## config.mk

```make
export PLATFORM = sky130hd
export DESIGN_NAME = dsm_input_stage
export DESIGN_NICKNAME = d
export VERILOG_FILES = /design/src/rtl/dsm_input_stage.sv
export SDC_FILE = /design/constraint.sdc
export NUM_CORES = 1
export LEC_CHECK = 0
export ABC_AREA = 1
export CORE_UTILIZATION = 49
export DETAILED_ROUTE_END_ITERATION = 6
export PLACE_DENSITY = 0.75
export SYNTH_ARGS = -nofsm -noshare
export SYNTH_HDL_FRONTEND = slang
export SYNTH_SLANG_ARGS = --single-unit
export TNS_END_PERCENT = 20
```

## constraint.sdc

```tcl
create_clock -name i_clk -period 1.65 [get_ports i_clk]
set_input_delay 0.165 -clock i_clk [delete_from_list [all_inputs] [get_ports i_clk]]
set_output_delay 0.165 -clock i_clk [all_outputs]
set_load 0.005 [all_outputs]
```

## src/rtl/dsm_input_stage.sv

```systemverilog
// Delta-sigma modulator input stage: valid/ready word intake, zero-order hold
// over OSR modulator samples, sample-strobe generation and feedback subtraction.
module dsm_input_stage #(
    parameter int unsigned DATA_WIDTH = 6,
    parameter int unsigned CLK_DIV    = 4,
    parameter int unsigned OSR        = 8
) (
    input  logic                  i_clk,
    input  logic                  i_rst_n,
    input  logic                  i_in_valid,
    output logic                  o_in_ready,
    input  logic [DATA_WIDTH-3:0] i_in_data,
    input  logic                  i_fb_bit,
    output logic                  o_sample,
    output logic [DATA_WIDTH-1:0] o_data,
    output logic                  o_underrun
);

    localparam int unsigned IN_W  = DATA_WIDTH - 2;
    localparam int unsigned DIV_W = (CLK_DIV > 1) ? $clog2(CLK_DIV) : 1;
    localparam int unsigned OSR_W = (OSR > 1) ? $clog2(OSR) : 1;

    localparam logic [DATA_WIDTH-1:0] FB_LEVEL = DATA_WIDTH'(1) << (DATA_WIDTH - 3);
    localparam logic [DIV_W-1:0]      DIV_LAST = DIV_W'(CLK_DIV - 1);
    localparam logic [OSR_W-1:0]      OSR_LAST = OSR_W'(OSR - 1);

    typedef enum logic {
        S_IDLE = 1'b0,
        S_RUN  = 1'b1
    } state_t;

    state_t                state_q, state_d;
    logic [IN_W-1:0]       next_q, next_d;
    logic                  next_valid_q, next_valid_d;
    logic [IN_W-1:0]       hold_q, hold_d;
    logic [DIV_W-1:0]      div_cnt_q, div_cnt_d;
    logic [OSR_W-1:0]      osr_cnt_q, osr_cnt_d;
    logic                  sample_q, sample_d;
    logic [DATA_WIDTH-1:0] data_q, data_d;
    logic                  underrun_q, underrun_d;

    logic                  accept_c;
    logic                  tick_c;
    logic                  block_end_c;
    logic [DATA_WIDTH-1:0] hold_ext_c;

    // Buffer is free whenever no word is waiting
    assign o_in_ready = !next_valid_q;

    assign o_sample   = sample_q;
    assign o_data     = data_q;
    assign o_underrun = underrun_q;

    // Next-state logic: intake, tick/block sequencing and difference computation
    always_comb begin
        state_d      = state_q;
        next_d       = next_q;
        next_valid_d = next_valid_q;
        hold_d       = hold_q;
        div_cnt_d    = div_cnt_q;
        osr_cnt_d    = osr_cnt_q;
        sample_d     = 1'b0;
        data_d       = data_q;
        underrun_d   = 1'b0;

        accept_c    = i_in_valid && !next_valid_q;
        tick_c      = (state_q == S_RUN) && (div_cnt_q == DIV_LAST);
        block_end_c = tick_c && (osr_cnt_q == OSR_LAST);
        hold_ext_c  = {{2{hold_q[IN_W-1]}}, hold_q};

        // A word arriving on a block-end tick lands in the buffer only,
        // so it is picked up at the following block end.
        if (accept_c) begin
            next_d       = i_in_data;
            next_valid_d = 1'b1;
        end

        case (state_q)
            S_IDLE: begin
                div_cnt_d = '0;
                osr_cnt_d = '0;
                if (next_valid_q) begin
                    hold_d       = next_q;
                    next_valid_d = 1'b0;
                    state_d      = S_RUN;
                end
            end
            S_RUN: begin
                if (tick_c) begin
                    div_cnt_d = '0;
                    sample_d  = 1'b1;
                    data_d    = i_fb_bit ? (hold_ext_c - FB_LEVEL) : (hold_ext_c + FB_LEVEL);
                    if (block_end_c) begin
                        osr_cnt_d = '0;
                        if (next_valid_q) begin
                            hold_d       = next_q;
                            next_valid_d = 1'b0;
                        end else begin
                            underrun_d = 1'b1;
                        end
                    end else begin
                        osr_cnt_d = osr_cnt_q + OSR_W'(1);
                    end
                end else begin
                    div_cnt_d = div_cnt_q + DIV_W'(1);
                end
            end
            default: state_d = S_IDLE;
        endcase
    end

    // State and output registers
    always_ff @(posedge i_clk or negedge i_rst_n) begin
        if (!i_rst_n) begin
            state_q      <= S_IDLE;
            next_q       <= '0;
            next_valid_q <= 1'b0;
            hold_q       <= '0;
            div_cnt_q    <= '0;
            osr_cnt_q    <= '0;
            sample_q     <= 1'b0;
            data_q       <= '0;
            underrun_q   <= 1'b0;
        end else begin
            state_q      <= state_d;
            next_q       <= next_d;
            next_valid_q <= next_valid_d;
            hold_q       <= hold_d;
            div_cnt_q    <= div_cnt_d;
            osr_cnt_q    <= osr_cnt_d;
            sample_q     <= sample_d;
            data_q       <= data_d;
            underrun_q   <= underrun_d;
        end
    end

endmodule
```

==> run metrics, run 1 <==
antenna violations before repair 0; CTS tree done; critical path data arrival time 1.42 ns; via count 687; htree depth 1; area grow syn2layout 24.26%; status complete, no violations; top cell type by total area after synthesis dfrtp_1; Final #Nets 131; final worst path period need 1.581 ns; Worst setup SP type flip-flop; pwr/cell area 1121 nW/µm²; share of cells above drive strength 1 0.08547; Vias/cell 4.838; CTS sink cnt 23; first-pass GRT wire length 2.442 mm; Die Ht 45.65 µm; mean post-synth cell area 9.723 µm²; post-synth net total 109; Synth Instances 96; Synth Warn # 0; Die Wd 45.65 µm; most frequent cells in the layout 36 x nand2_1, 22 x dfrtp_1, 16 x clkdlybuf4s50_1; fin crit share 0.9585; Fillers 168; Peak VDD IR 0.6078 mV; Fmax 0.6323 GHz; Synth cell types 15; NetSw 0.3463 mW; Clock Latency Late Sink 0.31 ns; Worst-path clk slew 0.12 ns; Root Buffer clkbuf_4; setup TNS 0 ns; First-pass DRT Iterations 4; CORE AREA 1764 µm²; Switching Fraction 0.2665; Crit path required time 1.48 ns; Final Hold Viols 0; synth top area cells dfrtp_1 62%, nand2_1 14%, ha_1 6.7%; Max-cap violations 0; Worst Skew 0.001151 ns; register-to-register setup slack 0.29 ns; Post-DRT Antenna Nets 0; endpoints failing setup 0; area used by multi-input combinational logic 326.6 µm²; Starting Density 0.5291; CTS Buf Count 3; Final Wtd Congestion 0.7557; io pins 17; most common cell after layout, fill and taps aside nand2_1; Sequential Power Share 0.584; Worst Setup SP next_valid_q; Yosys reg bits 23; Synth Cell Area 933.4 µm²; RSZ-0062 raised after global routing false; antenna diode count 0; HP Class in2async; crit path kind reg2out; initial drt markers 13; total power 1.300 mW; port buffer count 16; Post-CTS Hold Fix Bufs 0; DRC Markers 0; Comb pwr share 0.221; Slew Viols, Final 0; post-synthesis sequential area ratio 0.6166; clk buf depth 2; post-synth top area share 0.6166; internal power 0.9533 mW; Congestion Overflow GR 0; CP max FO 8; clock power share 0.195; pin count of the biggest net entering global routing 24; reg2reg start div_cnt_q[0]; GRT Total Usage 0.1710; Rel. slew slack 0.7415; Tightest Pin Transition 0.3869 ns; Post-DP HPWL 1.062 mm; total area of sequential cells 576.8 µm²; worst hold slack 0.2022 ns; vias in the first global route 589; drt wl/cell 10.24 µm; crit path capture type primary output; leak pwr 0.6014 nW; DIE AREA 2083 µm²; WL final 1.454 mm; Std-Cell Rows 15
[per-layer routing]
layer,global-route usage,share of wire,vias up,routed length (µm)
li1,-,-,348,-
met1,0.2156,0.45,316,656
met2,0.2657,0.48,18,694
met3,0.03571,0.041,5,60
met4,0.1091,0.029,0,42
met5,0,0,-,0
[cell type report]
cell class	count	share of cell area
Sequential cell	23	0.4973
Multi-Input combinational cell	66	0.2816
Timing Repair Buffer	18	0.1510
Tap cell	25	0.02697
Clock buffer	4	0.02265
Inverter	6	0.02050
[final timing paths]
kind / endpoint / cells past startpoint
min in group i_clk: next_q[1] / 3
hold / removal: o_data[5] / 2
setup reg to reg: osr_cnt_q[0] / 5
max in group asynchronous: next_valid_q / 2
hold reg to reg: div_cnt_q[0] / 1
setup / recovery: o_in_ready / 2
[critical path: stages, from the launching register on]
cell and delay, ns:
dfrtp_2 0.47, inv_2 0.13, clkdlybuf4s50_1 0.51
[cell usage after synthesis, drive strengths merged]
library cell   n
nand2         38
a21oi          1
xor2           1
inv            5
o21ai          4
nor2           6
ha             5
buf            1
dfrtp         23
nand3         11
clkinv         1
[sequential cells by signal, summed over array words and instances (netlist names)]
name,flops
hold_q,4
o_data,6
osr_cnt_q,3
next_q,4
state_q,1
o_sample,1
next_valid_q,1
o_underrun,1
div_cnt_q,2
[power groups by stage]
stage                     logic, mW  clock network [mW]  registers [mW]
after global placement        0.281                   0           0.770
after global routing          0.328               0.280           0.774
final                         0.287               0.254           0.759
after detailed placement      0.288                   0           0.773
after CTS                     0.289               0.260           0.762
after floorplan               0.126                   0           0.767
[logic make-up after synthesis]
logic type / count (synthesis) / share of synthesized area
buf+inv: 7 / 0.03350
compound gates: 5 / 0.02679
xor+xnor: 1 / 0.009385
fa+ha+maj: 5 / 0.06702
simple gates: 55 / 0.2466
flops: 23 / 0.6166
[timing repair]
action                     in CTS  in global routing
buffers inserted                0                  1
setup endpoints to repair       0                  1
resized for setup               0                  1
[stage by stage]
| stage | std cells | utilization | instance area, µm² | setup WS (ns) |
|---|---|---|---|---|
| 2_1_floorplan | 96 | - | 933.4 | 0.4563 |
| 3_3_place_gp | 137 | 0.6376 | 1125 | 0.3644 |
| 3_5_place_dp | 137 | 0.6376 | 1125 | 0.3009 |
| 4_1_cts | 141 | 0.6525 | 1151 | 0.007169 |
| 5_1_grt | 142 | 0.6574 | 1160 | 0.01813 |
| 6_report | 142 | 0.6574 | 1160 | 0.06855 |
No activity file was read; power rests on OpenSTA's default activity.
==> inputs of run 2 (changes only) <==
- CORE_ASPECT_RATIO: default -> 0.75
- CTS_CLUSTER_DIAMETER: default -> 30
==> run 2 against run 1 <==
Compared with the run above:
- wire length is 10% higher
- die area hardly changed
- via count increased by 2.0%
- sequential share of layout area down 0.16 points
- clock power shrank 2%
- setup slack better by 0.0071 ns
- sequential power grew 0.5%
- critical path depth is the same
- critical endpoint unchanged
- core utilization rose by 0.49 points
- combinational power rose by 3%
- final area increased by 0.32%
- highest routed layer unchanged
==> run metrics, run 2 (synthesis gave the netlist of run 1 again) <==
vias in the first global route 579; Vias/cell 5.007; antenna violations before repair 0; htree depth 1; Congestion Overflow GR 0; dpl cell area 1129 µm²; DRC Markers 0; Slew Viols, Final 0; Die Ht 39.80 µm; most frequent cells in the layout 36 x nand2_1, 22 x dfrtp_1, 16 x clkdlybuf4s50_1; reg2reg start osr_cnt_q[0]; Post-DP HPWL 1.168 mm; area used by multi-input combinational logic 326.6 µm²; Switching Fraction 0.2707; Worst setup SP type flip-flop; Clock Latency Late Sink 0.30 ns; design area 1164 µm²; area grow syn2layout 24.67%; Worst Skew 0.002267 ns; GRT Total Usage 0.1822; internal power 0.9545 mW; HP Class in2async; Root Buffer clkbuf_4; Post-DRT Antenna Nets 0; CTS sink cnt 23; Starting Density 0.5313; Die Wd 52.40 µm; Fmax 0.6352 GHz; first-pass GRT wire length 2.484 mm; Fillers 146; Worst-path clk slew 0.11 ns; Reg2Reg Depth 6; Std-Cell Rows 13; port buffer count 16; setup TNS 0 ns; WL final 1.605 mm; Placed Cells 135; clk buf depth 2; antenna diode count 0; Sequential Power Share 0.583; status complete, no violations; NetSw 0.3544 mW; final worst path period need 1.574 ns; share of cells above drive strength 1 0.09322; io pins 17; pin count of the biggest net entering global routing 24; crit path capture type primary output; Final Hold Viols 0; CP max FO 8; total area of sequential cells 576.8 µm²; initial drt markers 8; Tightest Pin Transition 0.2829 ns; max FFs per register 6; endpoints failing setup 0; Crit path required time 1.48 ns; worst hold slack 0.1908 ns; fin crit share 0.9542; DIE AREA 2085 µm²; drt wl/cell 11.46 µm; Finished Core Util 0.6624; CTS tree done; Post-CTS Hold Fix Bufs 0; CORE AREA 1757 µm²; leak pwr 0.6056 nW; Final Wtd Congestion 0.7100; pwr/cell area 1125 nW/µm²; Final #Nets 132; via count 701; RSZ-0062 raised after global routing false; Worst Setup SP next_valid_q; Rel. slew slack 0.8114; most common cell after layout, fill and taps aside nand2_1; Comb pwr share 0.226; First-pass DRT Iterations 4; fin cells 140; Peak VDD IR 0.6530 mV; crit path kind reg2out; Max-cap violations 0; CTS Buf Count 3; clock power share 0.190; critical path data arrival time 1.41 ns
## run 2: changes by cell type in the layout (fill, tap and decap cells not counted)
cell   change
buf_4      +1
## run 2: power by group through the flow
stage | logic (mW) | registers (mW) | clock network [mW]
2_1_floorplan | 0.126 | 0.767 | 0
3_3_place_gp | 0.281 | 0.773 | 0
3_5_place_dp | 0.294 | 0.777 | 0
4_1_cts | 0.295 | 0.766 | 0.258
5_1_grt | 0.343 | 0.774 | 0.284
6_report | 0.296 | 0.763 | 0.249
## run 2: path summary, 6_finish.rpt
| path | endpoint | slack, ns |
|---|---|---|
| worst max-delay path | o_in_ready | 0.08 |
| worst min-delay path | osr_cnt_q[1] | 0.19 |
| worst max register to register | hold_q[1] | 0.33 |
| worst min register to register | div_cnt_q[0] | 0.44 |
| max in group asynchronous | next_valid_q | 1.23 |
| min in group i_clk | next_q[2] | 0.40 |
## run 2: critical path, stage by stage, from the launching register on
cell             delay [ns]
dfrtp_2                0.46
inv_2                  0.13
clkdlybuf4s50_1        0.52
## run 2: area by class of cell
type,instances,share of cell area
clock buffer,4,0.02258
inverter,6,0.02043
multi-input combinational,66,0.2806
tap,22,0.02366
sequential,23,0.4957
timing repair buffer,19,0.1570
## run 2: stage by stage
step / total power [mW] / setup slack, ns
final: 1.309 / 0.07564
after global routing: 1.400 / 0.008162
after CTS: 1.319 / -0.0000002220
after detailed placement: 1.071 / 0.3504
after global placement: 1.054 / 0.3721
after floorplan: 0.8931 / 0.4563
## run 2: what timing repair did
item / 4_1_cts / 5_1_grt
setup buffers: 0 / 1
hold endpoints to repair: 0 / 0
gates resized for setup: 0 / 1
setup endpoints to repair: 0 / 1
## run 2: routing by layer
metal,wire (µm),track usage,vias to the layer above
met5,0,0,-
met4,19,0.05921,0
met3,93,0.08140,2
met2,755,0.3006,21
met1,737,0.2131,326
li1,-,-,352
